$ cat src/rtl/bounded_counter_bank_if.sv
`default_nettype none
// ============================================================================
// Module   : bounded_counter_bank_if
// Purpose  : Control/status bundle for the bounded counter bank.
// Revision : 1.0
// ============================================================================
interface bounded_counter_bank_if #(
    parameter int NCH   = 4,
    parameter int WIDTH = 3
);
    logic [NCH-1:0]       inc;
    logic [NCH-1:0]       dec;
    logic [NCH-1:0]       wrap_mode;
    logic [NCH-1:0]       load;
    logic [NCH*WIDTH-1:0] load_val;
    logic                 clr_flags;
    logic [NCH*WIDTH-1:0] count;
    logic [NCH-1:0]       at_max;
    logic [NCH-1:0]       at_zero;
    logic [NCH-1:0]       limit_hit;

    modport master (
        output inc, dec, wrap_mode, load, load_val, clr_flags,
        input  count, at_max, at_zero, limit_hit
    );

    modport slave (
        input  inc, dec, wrap_mode, load, load_val, clr_flags,
        output count, at_max, at_zero, limit_hit
    );
endinterface
`default_nettype wire

$ cat src/rtl/bounded_counter_bank.sv
`default_nettype none
// ============================================================================
// Module   : bounded_counter_bank
// Purpose  : NCH independent up/down counters bounded to 0..MAX_VAL with
//            saturate/wrap modes, parallel load and sticky limit flags.
// Revision : 1.0
// ============================================================================
module bounded_counter_bank #(
    parameter int NCH     = 4,
    parameter int WIDTH   = 3,
    parameter int MAX_VAL = 3
) (
    input wire                     clk,
    input wire                     resetn,
    bounded_counter_bank_if.slave  bus
);

    localparam logic [WIDTH:0] c_max  = (WIDTH+1)'(MAX_VAL);
    localparam logic [WIDTH:0] c_one  = (WIDTH+1)'(1);
    localparam logic [WIDTH:0] c_zero = '0;

    logic [NCH-1:0][WIDTH-1:0] r_count;
    logic [NCH-1:0]            r_at_max;
    logic [NCH-1:0]            r_at_zero;
    logic [NCH-1:0]            r_hit;

    logic [NCH-1:0][WIDTH:0]   w_nxt;
    logic [NCH-1:0]            w_set;

    // Returns {bound_event, next_count}; one extra bit keeps MAX_VAL == 2^WIDTH-1 safe.
    function automatic logic [WIDTH+1:0] f_step(
        input logic [WIDTH-1:0] cur,
        input logic [WIDTH-1:0] ld,
        input logic             do_ld,
        input logic             do_inc,
        input logic             do_dec,
        input logic             wrap
    );
        logic [WIDTH:0] v_cur;
        logic [WIDTH:0] v_ld;
        logic [WIDTH:0] v_nxt;
        logic           v_set;
        v_cur = {1'b0, cur};
        v_ld  = {1'b0, ld};
        v_nxt = v_cur;
        v_set = 1'b0;
        if (do_ld) begin
            if (v_ld > c_max) begin
                v_nxt = c_max;
                v_set = 1'b1;
            end else begin
                v_nxt = v_ld;
            end
        end else if (do_inc && !do_dec) begin
            if (v_cur >= c_max) begin
                v_nxt = wrap ? c_zero : c_max;
                v_set = 1'b1;
            end else begin
                v_nxt = v_cur + c_one;
            end
        end else if (do_dec && !do_inc) begin
            if (v_cur == c_zero) begin
                v_nxt = wrap ? c_max : c_zero;
                v_set = 1'b1;
            end else begin
                v_nxt = v_cur - c_one;
            end
        end
        return {v_set, v_nxt};
    endfunction

    always_comb begin
        w_nxt = '0;
        w_set = '0;
        for (int i = 0; i < NCH; i++) begin
            {w_set[i], w_nxt[i]} = f_step(r_count[i],
                                          bus.load_val[i*WIDTH +: WIDTH],
                                          bus.load[i], bus.inc[i],
                                          bus.dec[i], bus.wrap_mode[i]);
        end
    end

    // Flags are derived from the next value so they line up with count.
    always_ff @(posedge clk or negedge resetn) begin
        if (!resetn) begin
            r_count   <= '0;
            r_at_max  <= '0;
            r_at_zero <= '1;
            r_hit     <= '0;
        end else begin
            for (int i = 0; i < NCH; i++) begin
                r_count[i]   <= w_nxt[i][WIDTH-1:0];
                r_at_max[i]  <= (w_nxt[i] == c_max);
                r_at_zero[i] <= (w_nxt[i] == c_zero);
            end
            r_hit <= w_set | (r_hit & ~{NCH{bus.clr_flags}});
        end
    end

    assign bus.count     = r_count;
    assign bus.at_max    = r_at_max;
    assign bus.at_zero   = r_at_zero;
    assign bus.limit_hit = r_hit;

endmodule
`default_nettype wire

$ cat src/flat_wrapper.sv
// flat-port wrapper written by rule: the top's interface ports become plain ports
module bounded_counter_bank_flat 
#(
    parameter int NCH     = 4,
    parameter int WIDTH   = 3,
    parameter int MAX_VAL = 3
)
  (clk, resetn, bus_inc, bus_dec, bus_wrap_mode, bus_load, bus_load_val, bus_clr_flags, bus_count, bus_at_max, bus_at_zero, bus_limit_hit);
  bounded_counter_bank_if #(.NCH(NCH), .WIDTH(WIDTH)) bus_i ();
  input wire clk;
  input wire resetn;
  input wire logic [$bits(bus_i.inc)-1:0] bus_inc;
  input wire logic [$bits(bus_i.dec)-1:0] bus_dec;
  input wire logic [$bits(bus_i.wrap_mode)-1:0] bus_wrap_mode;
  input wire logic [$bits(bus_i.load)-1:0] bus_load;
  input wire logic [$bits(bus_i.load_val)-1:0] bus_load_val;
  input wire logic [$bits(bus_i.clr_flags)-1:0] bus_clr_flags;
  output wire logic [$bits(bus_i.count)-1:0] bus_count;
  output wire logic [$bits(bus_i.at_max)-1:0] bus_at_max;
  output wire logic [$bits(bus_i.at_zero)-1:0] bus_at_zero;
  output wire logic [$bits(bus_i.limit_hit)-1:0] bus_limit_hit;
  assign bus_i.inc = bus_inc;
  assign bus_i.dec = bus_dec;
  assign bus_i.wrap_mode = bus_wrap_mode;
  assign bus_i.load = bus_load;
  assign bus_i.load_val = bus_load_val;
  assign bus_i.clr_flags = bus_clr_flags;
  assign bus_count = bus_i.count;
  assign bus_at_max = bus_i.at_max;
  assign bus_at_zero = bus_i.at_zero;
  assign bus_limit_hit = bus_i.limit_hit;
  bounded_counter_bank #(.NCH(NCH), .WIDTH(WIDTH), .MAX_VAL(MAX_VAL)) u_core (.clk(clk), .resetn(resetn), .bus(bus_i));
endmodule
$ cat config.mk
export PLATFORM = sky130hd
export DESIGN_NAME = bounded_counter_bank_flat
export DESIGN_NICKNAME = d
export VERILOG_FILES = /design/src/rtl/bounded_counter_bank_if.sv /design/src/rtl/bounded_counter_bank.sv /design/src/flat_wrapper.sv
export SDC_FILE = /design/constraint.sdc
export NUM_CORES = 1
export LEC_CHECK = 0
export ABC_AREA = 1
export CORE_ASPECT_RATIO = 1.4
export CORE_MARGIN = 2
export CORE_UTILIZATION = 44
export DETAILED_ROUTE_END_ITERATION = 10
export PLACE_DENSITY = 0.77
export SYNTH_ARGS = -nofsm -noshare
export SYNTH_HDL_FRONTEND = slang
export SYNTH_SLANG_ARGS = --single-unit
export TNS_END_PERCENT = 1
$ cat constraint.sdc
create_clock -name clk -period 1.7 [get_ports clk]
set_clock_uncertainty 0.15 [all_clocks]
set_input_delay 0.255 -clock clk [delete_from_list [all_inputs] [get_ports clk]]
set_output_delay 0.255 -clock clk [all_outputs]
set_load 0.02 [all_outputs]
# Word-level counts from Yosys, hierarchy flattened
# Cells that the tools add are included.
[word_totals]
mem_count = 0
in_bits = 31
mem_bits_ro = 0
ram_bits = 0
out_inout_bits = 24
latchBits = 0
ff_bits = 24
wordCells = 110
[classes]
n_div = 0
n_shift = 0
addsub = 8
n_reduce_logical = 24
eq_ne = 4
mux = 56
n_lt_le_gt_ge = 8
bitwise = 3
n_mul = 0
[ops]
columns = ["cell", "count"]
rows = [
  ["2-to-1 mux 4 bit", 20],
  ["2-to-1 mux 1 bit", 24],
  ["adder 3 x 1 -> 4 bit (second input constant)", 4],
  ["equality test 4 x 2 -> 1 bit (second input constant)", 4],
  ["logical NOT 4 bit", 4],
  ["2-to-1 mux 2 bit", 8],
  ["subtractor 3 x 1 -> 4 bit (second input constant)", 4],
  [">= comparator 3 x 2 -> 1 bit (second input constant)", 4],
  ["greater-than comparator 3 x 2 -> 1 bit (second input constant)", 4],
  ["logical NOT 3 bit", 4],
  ["2-to-1 mux 3 bit", 4],
  ["logical AND 1 bit", 8],
  ["logical NOT 1 bit", 8],
  ["AND 4 bit", 1],
  ["NOT 4 bit", 1],
  ["OR 4 bit", 1],
]

# Longest topological paths before layout
[depth]
word_depth = 6
depth_mapped = 12
ltp_nobuf = 12

# Least setup slack after synthesis
# No wires, ideal clock.
[synth_timing]
path_type = "register to register"
start = "register u_core.r_count, in the netlist u_core.bus.count[9]"
end = "register u_core.r_at_max[3] (netlist: u_core.bus.at_max[3])"
setup_time_ns = 0.120
stages_incl_launch_ff = 11
n_path_buf = 0
slack_ns = -0.062
period_less_slack_ns = 1.762
t_arrival_ns = 1.492
path_cell_list = "dfrtp_1 ha_1 ha_1 inv_1 nand3_1 nor2_1 nand2_1 nand2_1 nand2_1 o21ai_2 nor2_1"
[synth_between]
elab_chain_cells = 6
word_cells_on_any_way = 10
[synth_rtl]
columns = ["item", "line_no", "text"]
rows = [
  ["from (decl)", "bounded_counter_bank.sv:22", "logic [NCH-1:0][WIDTH-1:0] r_count;"],
  ["from (signal, indexed assignment)", "bounded_counter_bank.sv:92", "r_count[i] <= w_nxt[i][WIDTH-1:0];"],
  ["subtractor 3 x 1 -> 4 bit / logical NOT 3 bit (equally long branches)", "bounded_counter_bank.sv:66, bounded_counter_bank.sv:62", ""],
  ["2-to-1 mux 4 bit", "bounded_counter_bank.sv:62", "if (v_cur == c_zero) begin"],
  ["2-to-1 mux 4 bit", "bounded_counter_bank.sv:61", "end else if (do_dec && !do_inc) begin"],
  ["2-to-1 mux 4 bit (*)", "bounded_counter_bank.sv:54", "end else if (do_inc && !do_dec) begin"],
  ["2-to-1 mux 4 bit (*)", "bounded_counter_bank.sv:47", "if (do_ld) begin"],
  ["equality test 4 x 2 -> 1 bit (*)", "bounded_counter_bank.sv:93", "r_at_max[i] <= (w_nxt[i] == c_max);"],
  ["to (signal, indexed assignment)", "bounded_counter_bank.sv:93", ""],
  ["to (decl)", "bounded_counter_bank.sv:23", "logic [NCH-1:0] r_at_max;"],
]
# Every way passes the cells marked *; elsewhere a longest branch is shown, timed or not.

# Worst setup path after layout
[layout_timing]
start = "register u_core.r_count, in the netlist u_core.bus.count[4]"
end = "register u_core.r_at_zero[1] (netlist: u_core.bus.at_zero[1])"
[layout_between]
elab_chain_cells = 6
word_cells_on_any_way = 10
[layout_rtl]
columns = ["item", "line_no", "text"]
rows = [
  ["subtractor 3 x 1 -> 4 bit / logical NOT 3 bit (equally long branches)", "bounded_counter_bank.sv:66, bounded_counter_bank.sv:62", ""],
  ["2-to-1 mux 4 bit", "bounded_counter_bank.sv:62", ""],
  ["2-to-1 mux 4 bit", "bounded_counter_bank.sv:61", ""],
  ["2-to-1 mux 4 bit (*)", "bounded_counter_bank.sv:54", ""],
  ["2-to-1 mux 4 bit (*)", "bounded_counter_bank.sv:47", ""],
  ["logical NOT 4 bit (*)", "bounded_counter_bank.sv:94", "r_at_zero[i] <= (w_nxt[i] == c_zero);"],
  ["to (signal, indexed assignment)", "bounded_counter_bank.sv:94", ""],
  ["to (decl)", "bounded_counter_bank.sv:24", "logic [NCH-1:0] r_at_zero;"],
]
# Marks and branches as above.

==> flow_metrics.py <==
metrics = {
    "clock_network": {
        "clk_pin_slew_ps": 80,
        "clkLatencyLatePin_ps": 260,
        "clockBufferDepth": 2,
        "h-tree-depth": 1,
        "cts_hold_buf": 0,
        "cts.sinks": 24,
        "numCtsBuffers": 3,
        "clockRootBuffer": "clkbuf_8",
        "cts_tree": "yes",
    },
    "cells_and_area": {
        "final_cell_mix": "84 x nand2_1, 39 x clkdlybuf4s50_1, 32 x buf_4",
        "n_fill_cell": 400,
        "utilization_pct": 69.60,
        "final_common_cell": "nand2_1",
        "layout-drive-gt1-share_pct": 32.49,
        "area_growth_pct": 53.19,
        "diodes": 0,
        "final_cell_area_um2": 3157,
        "nets": 445,
    },
    "routing": {
        "drt_wl_total_mm": 4.982,
        "drt-initial-drc-count": 99,
        "dr.pass1.iters": 4,
        "viasPerCell": 4.926,
        "ant_nets": 0,
        "wl_per_cell_um": 10.85,
        "routed-via-count": 2261,
        "drc": 0,
    },
    "yosys": {
        "ys_types": 25,
        "syn_nets": 352,
        "yosys_warnings": 0,
        "ys.flop_type": "dfrtp_1",
        "synthCells": 305,
        "synth-seq-area-share_pct": 29.39,
        "netlist_area_um2": 2061,
        "post_synth.cell_area_avg_um2": 6.756,
        "synth-seq-cells": 24,
        "synth_area_leaders": "dfrtp_1 24%, nand2_1 17%, ha_1 9.7%, nand3_1 7.8%, inv_1 6.6%",
        "synth-edff-count": 0,
        "synthArstFlopShare_pct": 100.0,
        "synth_top_area_share_pct": 24.29,
        "synth_top_cell_by_area": "dfrtp_1",
    },
    "critical_path": {
        "cp_data_arrival_time_ps": 1780,
        "critPathRequiredTime_ps": 1750,
        "crit_type": "register to register",
        "cp_max_fo": 4,
        "r2r-start": "u_core.bus.count[4]",
        "setup.worst_path.start": "u_core.bus.count[4]",
        "crit_path_end_kind": "register",
        "cp-start-kind": "register",
    },
    "placed_design": {
        "gp_congestion": 0.9882,
        "dpl_cell_area_um2": 2915,
        "io_buffer_count": 54,
        "hpwl_mm": 3.979,
    },
    "floorplanning": {
        "start_util_pct": 45.43,
        "ioPinCount": 55,
        "rows": 29,
        "die_w_um": 61.84,
        "core_area_um2": 4536,
        "dieArea_um2": 5255,
        "die-height_um": 84.98,
    },
    "global_route": {
        "grt_overflow": 0,
        "grt_max_degree": 25,
        "grt_pass1_wl_mm": 8.045,
        "grt_pass1_vias": 2020,
        "grt_usage_pct": 18.98,
        "grt_antenna_before_repair": 0,
    },
    "flow_run": {
        "drv_cap": 0,
    },
    "timing": {
        "post-route-period-util_pct": 102.0,
        "maxClockFrequency_ghz": 0.5769,
        "grt_setup_unrepaired": "true",
        "setup_viol": 5,
        "worst_slew_pin_slew_ps": 337.1,
        "setup_ws_ps": -33.35,
        "fin_tns_setup_ps": -57.52,
        "relSlewSlack_pct": 77.45,
        "fin_crit_ps": 1733,
        "slew_violations": 0,
        "finalHoldViolCount": 0,
    },
    "pwr": {
        "power.density_nw_per_um2": 681.0,
        "p_leak_uw": 0.001581,
        "peakVddDrop_uv": 468.8,
        "design_power_total_uw": 2150,
    },
    "min_path": {
        "holdCritPathClass": "input pin to asynchronous set/reset pin",
    },
    "status": {
        "outcome": "complete, but fails checks",
        "violations": "negative setup slack",
    },
}
## synth_stat cells (3+ instances only)
cell,count
a21oi_1,11
dfrtp_1,20
dfstp_2,4
ha_1,16
inv_1,36
inv_2,8
nand2_1,93
nand2_2,16
nand3_1,32
nand3_2,4
nand3b_1,4
nand4_1,4
nor2_1,19
nor2_2,5
nor2_4,3
nor3_1,3
o21ai_0,13
o21ai_1,3
## registers in the layout, summed over array words and instances, names as in the netlist
name and count:
u_core.bus.at_max 4, u_core.bus.at_zero 4, u_core.bus.count 12, u_core.bus.limit_hit 4
## timing repair
| item | in CTS | in global routing |
|---|---|---|
| pin swaps | 1 | 16 |
| setup endpoints to repair | 26 | 22 |
| endpoints found under the hold margin | 0 | 0 |
| buffers inserted | 0 | 4 |
| gates resized for setup | 21 | 47 |
## cell families after synthesis
kind of cell / Yosys count / share of synthesized area, %
buf+inv: 44 / 8.015
fa+ha+maj: 16 / 9.715
simple gates: 185 / 42.62
flops: 24 / 29.39
compound gates: 36 / 10.26
## worst max-delay path, cell delays in order (launching register included)
cell and delay, ps:
dfrtp_2 430, ha_4 170, ha_4 160, nor2_4 130
nand2_2 80, nand2_2 70, nand2_1 50, nand2_1 70
nand2_2 70, a21oi_2 120, nand2_1 80, nor2_2 100
## per-stage QoR
| stage | instances | setup slack, ps | hold slack (ps) |
|---|---|---|---|
| floorplan | 305 | -10.57 | -190.6 |
| global placement | 451 | -81.15 | 337.1 |
| detailed placement | 451 | -94.46 | 347.8 |
| CTS | 455 | -63.25 | 207.3 |
| global route | 459 | -149.3 | 225.5 |
| finish | 459 | -33.35 | 203.3 |
## where the power goes
part           internal, uW  switching (uW)  total (uW)
Combinational           508             590        1100
Clock                   206             161         367
Sequential              645            38.8         684
## path summary, 6_finish.rpt
| kind | endpoint | depth (start not counted) | slack [ps] |
|---|---|---|---|
| min reg2reg | u_core.bus.limit_hit[1] | 2 | 360 |
| max | u_core.bus.at_zero[1] | 11 | -30 |
| max reg2reg | u_core.bus.at_zero[1] | 11 | -30 |
| min in group clk | u_core.bus.limit_hit[1] | 2 | 360 |
| max in group asynchronous | u_core.bus.at_zero[3] | 2 | 910 |
| min | u_core.bus.count[5] | 2 | 200 |
## area by class of cell
type | count | area [um2] | share of cell area (%)
repair buffers | 88 | 788.3 | 24.97
well taps | 62 | 77.57 | 2.457
flip-flops and latches | 24 | 614.3 | 19.46
inverters | 44 | 165.2 | 5.232
clock buffers | 4 | 55.05 | 1.744
multi-input cells | 237 | 1456 | 46.14
## per-layer routing
layer,GRT usage [%],wire [um],part of all wire (%)
met1,23.57,2054,41
met2,34.55,2713,54
met3,2.744,201,4.0
met4,2.321,13,0.26
met5,0,0,0
Note: power is estimated with default switching activity, not from simulation.
